[src/rtl/cache_miss_ctrl.sv]
// Purpose : CPU-side controller for a 128-byte direct-mapped cache with read-miss fill and write-through-allocate.
// Latency : a read hit completes 2 edges after acceptance, a read miss 4+k edges, and a write 3+k edges (k = memory wait cycles).
// Backpress: each access blocks until mem_ack arrives or MEM_TIMEOUT expires; cpu_req is sampled only in IDLE.
//
// Ports:
//   clk_1, rst (synchronous, active-low)
//   cpu_req/cpu_we/cpu_addr/cpu_wdata  -> request; cpu_rdata/cpu_ready/cpu_err <- one-cycle completion
//   c_w_en/c_addr/c_wdata -> cache array; c_rdata/c_hit <- combinational lookup result
//   mem_req/mem_we/mem_addr/mem_wdata -> main memory; mem_rdata/mem_ack <- response
// Optional build macro CACHE_STATS_EN adds the saturating hit_cnt/miss_cnt outputs.
module cache_miss_ctrl #(
    parameter int MEM_TIMEOUT = 64
) (
    input  logic        clk_1,
    input  logic        rst,
    input  logic        cpu_req,
    input  logic        cpu_we,
    input  logic [15:0] cpu_addr,
    input  logic [7:0]  cpu_wdata,
    output logic [7:0]  cpu_rdata,
    output logic        cpu_ready,
    output logic        cpu_err,
    output logic        c_w_en,
    output logic [15:0] c_addr,
    output logic [7:0]  c_wdata,
    input  logic [7:0]  c_rdata,
    input  logic        c_hit,
    output logic        mem_req,
    output logic        mem_we,
    output logic [15:0] mem_addr,
    output logic [7:0]  mem_wdata,
    input  logic [7:0]  mem_rdata,
    input  logic        mem_ack
`ifdef CACHE_STATS_EN
    ,
    output logic [15:0] hit_cnt,
    output logic [15:0] miss_cnt
`endif
);

    typedef enum logic [2:0] {
        S_IDLE,
        S_LOOKUP,
        S_MEM_RD,
        S_FILL,
        S_WR,
        S_MEM_WR,
        S_DONE
    } state_t;

    // The wait is aborted on the edge at which the count would reach MEM_TIMEOUT.
    localparam logic [7:0] TO_LAST = 8'(MEM_TIMEOUT - 1);

    state_t      state_q;
    logic [15:0] addr_q;
    logic        we_q;
    logic [7:0]  wdata_q;
    logic [7:0]  rdata_q;
    logic        err_q;
    logic [7:0]  cnt_q;
    logic        ready_q;
    logic        c_w_en_q;
    logic        mem_req_q;
    logic        mem_we_q;
`ifdef CACHE_STATS_EN
    logic [15:0] hit_cnt_q;
    logic [15:0] miss_cnt_q;
`endif

    always_ff @(posedge clk_1) begin
        if (!rst) begin
            state_q   <= S_IDLE;
            addr_q    <= '0;
            we_q      <= 1'b0;
            wdata_q   <= '0;
            rdata_q   <= '0;
            err_q     <= 1'b0;
            cnt_q     <= '0;
            ready_q   <= 1'b0;
            c_w_en_q  <= 1'b0;
            mem_req_q <= 1'b0;
            mem_we_q  <= 1'b0;
`ifdef CACHE_STATS_EN
            hit_cnt_q  <= '0;
            miss_cnt_q <= '0;
`endif
        end else begin
            // Single-cycle strobes; only the transitions below raise them.
            ready_q  <= 1'b0;
            c_w_en_q <= 1'b0;
            case (state_q)
                S_IDLE: begin
                    if (cpu_req) begin
                        addr_q  <= cpu_addr;
                        we_q    <= cpu_we;
                        wdata_q <= cpu_wdata;
                        err_q   <= 1'b0;
                        if (cpu_we) begin
                            state_q  <= S_WR;
                            c_w_en_q <= 1'b1;
                        end else begin
                            state_q <= S_LOOKUP;
                        end
                    end
                end
                S_LOOKUP: begin
                    if (c_hit) begin
                        rdata_q <= c_rdata;
                        state_q <= S_DONE;
`ifdef CACHE_STATS_EN
                        if (hit_cnt_q != 16'hFFFF) hit_cnt_q <= hit_cnt_q + 16'd1;
`endif
                    end else begin
                        state_q   <= S_MEM_RD;
                        mem_req_q <= 1'b1;
                        mem_we_q  <= 1'b0;
                        cnt_q     <= '0;
`ifdef CACHE_STATS_EN
                        if (miss_cnt_q != 16'hFFFF) miss_cnt_q <= miss_cnt_q + 16'd1;
`endif
                    end
                end
                S_MEM_RD: begin
                    // An ack on the final count edge still wins over the timeout.
                    if (mem_ack) begin
                        rdata_q   <= mem_rdata;
                        mem_req_q <= 1'b0;
                        c_w_en_q  <= 1'b1;
                        state_q   <= S_FILL;
                    end else if (cnt_q == TO_LAST) begin
                        rdata_q   <= 8'hFF;
                        err_q     <= 1'b1;
                        mem_req_q <= 1'b0;
                        state_q   <= S_DONE;
                    end else begin
                        cnt_q <= cnt_q + 8'd1;
                    end
                end
                S_FILL: begin
                    state_q <= S_DONE;
                end
                S_WR: begin
                    state_q   <= S_MEM_WR;
                    mem_req_q <= 1'b1;
                    mem_we_q  <= 1'b1;
                    cnt_q     <= '0;
                end
                S_MEM_WR: begin
                    if (mem_ack) begin
                        mem_req_q <= 1'b0;
                        mem_we_q  <= 1'b0;
                        state_q   <= S_DONE;
                    end else if (cnt_q == TO_LAST) begin
                        err_q     <= 1'b1;
                        mem_req_q <= 1'b0;
                        mem_we_q  <= 1'b0;
                        state_q   <= S_DONE;
                    end else begin
                        cnt_q <= cnt_q + 8'd1;
                    end
                end
                S_DONE: begin
                    // The completion pulse is registered off DONE, so it is seen
                    // in the following IDLE cycle, where a new request may be taken.
                    ready_q <= 1'b1;
                    state_q <= S_IDLE;
                end
                default: begin
                    state_q <= S_IDLE;
                end
            endcase
        end
    end

    assign cpu_rdata = rdata_q;
    assign cpu_ready = ready_q;
    assign cpu_err   = err_q;
    assign c_w_en    = c_w_en_q;
    assign c_addr    = addr_q;
    // Writes store the CPU byte; fills store the byte fetched into rdata_q.
    assign c_wdata   = we_q ? wdata_q : rdata_q;
    assign mem_req   = mem_req_q;
    assign mem_we    = mem_we_q;
    assign mem_addr  = addr_q;
    assign mem_wdata = wdata_q;
`ifdef CACHE_STATS_EN
    assign hit_cnt   = hit_cnt_q;
    assign miss_cnt  = miss_cnt_q;
`endif

endmodule

[config.mk]
export PLATFORM = sky130hd
export DESIGN_NAME = cache_miss_ctrl
export DESIGN_NICKNAME = d
export VERILOG_FILES = /design/src/rtl/cache_miss_ctrl.sv
export SDC_FILE = /design/constraint.sdc
export NUM_CORES = 1
export LEC_CHECK = 0
export CORE_ASPECT_RATIO = 1.1
export CORE_UTILIZATION = 42
export CTS_BUF_LIST = sky130_fd_sc_hd__clkbuf_4
export DETAILED_ROUTE_END_ITERATION = 8
export PLACE_DENSITY = 0.87
export SLEW_MARGIN = 20
export SYNTH_ARGS = -nofsm -noshare
export SYNTH_HDL_FRONTEND = slang
export SYNTH_SLANG_ARGS = --single-unit
[constraint.sdc]
create_clock -name clk_1 -period 1.9 [get_ports clk_1]
set_input_delay 0.285 -clock clk_1 [delete_from_list [all_inputs] [get_ports clk_1]]
set_output_delay 0.285 -clock clk_1 [all_outputs]
set_load 0.03 [all_outputs]
==> results.toml <==
[critical_path]
crit_arrival_ps = 1550
cp_data_required_time_ps = 1620
critPathSlowestCell = "dfxtp_2"
reg2reg_slack_ps = 100
critPathMaxFanout = 9
endpoint_kind = "output port"
cpPeakStageDelay_ps = 470
worst_setup_path_start_kind = "flip-flop"
crit_type = "flip-flop to output port"
crit_chain = "mux2_2 > dlygate4sd2_1"

[global_routing]
grt_pass1_wl_um = 10200
grt_pass1_vias = 2098
overflow = 0
antenna_found_initial = 0
grt_max_degree = 28
track_usage_pct = 22.7

[drt]
drtIter0Drc = 82
drtAntennaViolNets = 0
drc = 0
post_drt_via_cell_ratio = 5.10
wl_per_cell_um = 14.3
vias = 2250
firstDrtPassIters = 4
wl_um = 6300

[yosys]
synth_area_sq_mm = 0.00227
synth_simple_gate_area_share_pct = 21.6
yosysWarnings = 0
synth_compound_area_share_pct = 19.6
synthAdderAreaFrac_pct = 0.552
synthCells = 271
synth_xor_xnor_area_share_pct = 1.93
yosys.cell_types.count = 42
synth_top_family_by_area = "simple AND/OR/NAND/NOR gates"
async_reset_ff_share_pct = 0
synth_edf_count = 0
yosysSeqAreaShare_pct = 43.2
synthesis.nets = 318
ys_seq_elements = 49
avgSynthCellArea_sq_um = 8.37
ys.flop_type = "dfxtp_1"
muxShareOfSynthArea_pct = 3.97

[pwr]
peakVddDrop_uv = 471
p_leak_nw = 1.31
p_per_area_mw_per_mm2 = 1040

[sta]
setup_viol = 0
fin_crit_ps = 1840
slew_headroom_pct = 65.0
fmax_mhz = 545
slew_violations = 0
setup_tns_ps = 0
hold_viol_final = 0
period_share_pct = 96.6
skew_ps = 8.67
rsz0062_at_grt = "false"
worst_pin_slew_ps = 524

[layout]
num_antenna_cells = 0
finalNonFillerCells = 441
nNetsFinal = 416
area_growth_pct = 50.5
drive_gt1_share_pct = 10.0

[run]
drv_cap = 0

[clock_network]
cts_inserted_buffers = 5
cts-hold-fix-buffers = 0
cts_root_buf = "clkbuf_4"
clkLatencyLatePin_ps = 360
clock-sinks = 49
cts_tree = "yes"
cts_resized = 9
cts_max_level = 2
clockBufferDepth = 2
clk_pin_slew_ps = 140
post_cts_buffers = 0

[die]
die-area_sq_mm = 0.00570
die_h_um = 79.1
coreArea_sq_mm = 0.00510
initial_core_util_pct = 44.5
boundaryPins = 107
row_count = 27
dieWidth_um = 72.1

[place]
portBuffers = 106
dp.cells = 434
hpwl_um = 4920
place_congestion = 0.872

[hold_path]
hp-class = "input port to flip-flop"

[outcome]
outcome = "complete, no violations"
[critical path: cells and delay by family (launching register included)]
kind                   cells  cell delay (ps)
flip-flops                 1              470
buffers and inverters      1              360
multiplexers               1              360
[power breakdown]
group	internal (mW)	switching, mW
registers	1.18	0.162
clock network	0.268	0.315
logic	0.724	0.909
total	2.17	1.39
[cell type report]
cell class	instances	area, sq um
Inverter	3	11.3
Clock inverter	2	35.0
Clock buffer	5	37.5
Tap cell	72	90.1
Timing Repair Buffer	121	1180
Fill cell	430	1690
Sequential cell	49	982
Multi-Input combinational cell	189	1080
[registers in the layout, indices dropped and copies added (netlist names), 3 cells and up]
| register | count |
|---|---|
| mem_wdata | 8 |
| c_addr | 16 |
| cnt_q | 8 |
| state_q | 3 |
| cpu_rdata | 8 |
[metal layers]
metal  vias up  GRT usage [%]  part of all wire, %
met1      1032           27.0                   41
met4         0           6.67                  1.6
met3        13           5.96                  6.8
met2        89           39.8                   51
li1       1116              -                    -
met5         -              0                    0
[final timing paths]
path,from,end,cells after the start
setup reg to reg,cnt_q[1],cpu_rdata[2],5
setup / recovery,we_q,c_wdata[6],2
hold / removal,cpu_addr[3],c_addr[3],3
hold reg to reg,mem_we,mem_we,2
[layout by cell type, fill, tap and decap left out, drive strengths merged, types with 2 or more instances in the layout]
cell type,count
dfxtp,49
clkbuf,5
and3,3
inv,3
dlygate4sd2,8
nand3b,2
a21oi,38
nand3,3
xor2,5
o21ai,5
mux2,8
buf,15
nor2,17
a221o,8
a31oi,2
clkdlybuf4s50,98
o211ai,7
nand2,70
[kinds of logic after synthesis]
family | after synthesis
AO/OA/AOI/OAI | 68
XOR/XNOR | 5
adder cells (fa/ha/maj) | 1
buffers and inverters | 33
flip-flops | 49
multiplexers | 8
AND/OR/NAND/NOR | 107
[stage by stage]
stage	hold slack [ps]	instance area (sq um)	power, mW	setup WS [ps]	util (%)
2_1_floorplan	421	2270	2.39	405	-
3_3_place_gp	455	3350	2.99	69.0	65.7
3_5_place_dp	457	3350	3.02	21.7	65.7
4_1_cts	445	3410	3.58	48.9	66.9
5_1_grt	443	3410	3.75	3.73	66.9
6_report	452	3410	3.56	64.8	66.9
[Yosys cell counts (all sizes together) (2+ instances only)]
| cell | count | area, sq um |
|---|---|---|
| nand2 | 70 | 263 |
| dfxtp | 49 | 981 |
| a21oi | 38 | 201 |
| buf | 26 | 179 |
| nor2 | 17 | 63.8 |
| a221o | 8 | 80.1 |
| mux2 | 8 | 90.1 |
| o211ai | 7 | 52.6 |
| o21ai | 5 | 25.0 |
| xor2 | 5 | 43.8 |
| clkbuf | 4 | 15.0 |
| and3 | 3 | 18.8 |
| inv | 3 | 11.3 |
| nand3 | 3 | 27.5 |
| a31oi | 2 | 12.5 |
| nand3b | 2 | 15.0 |
Power figures use the tool's default switching activity.
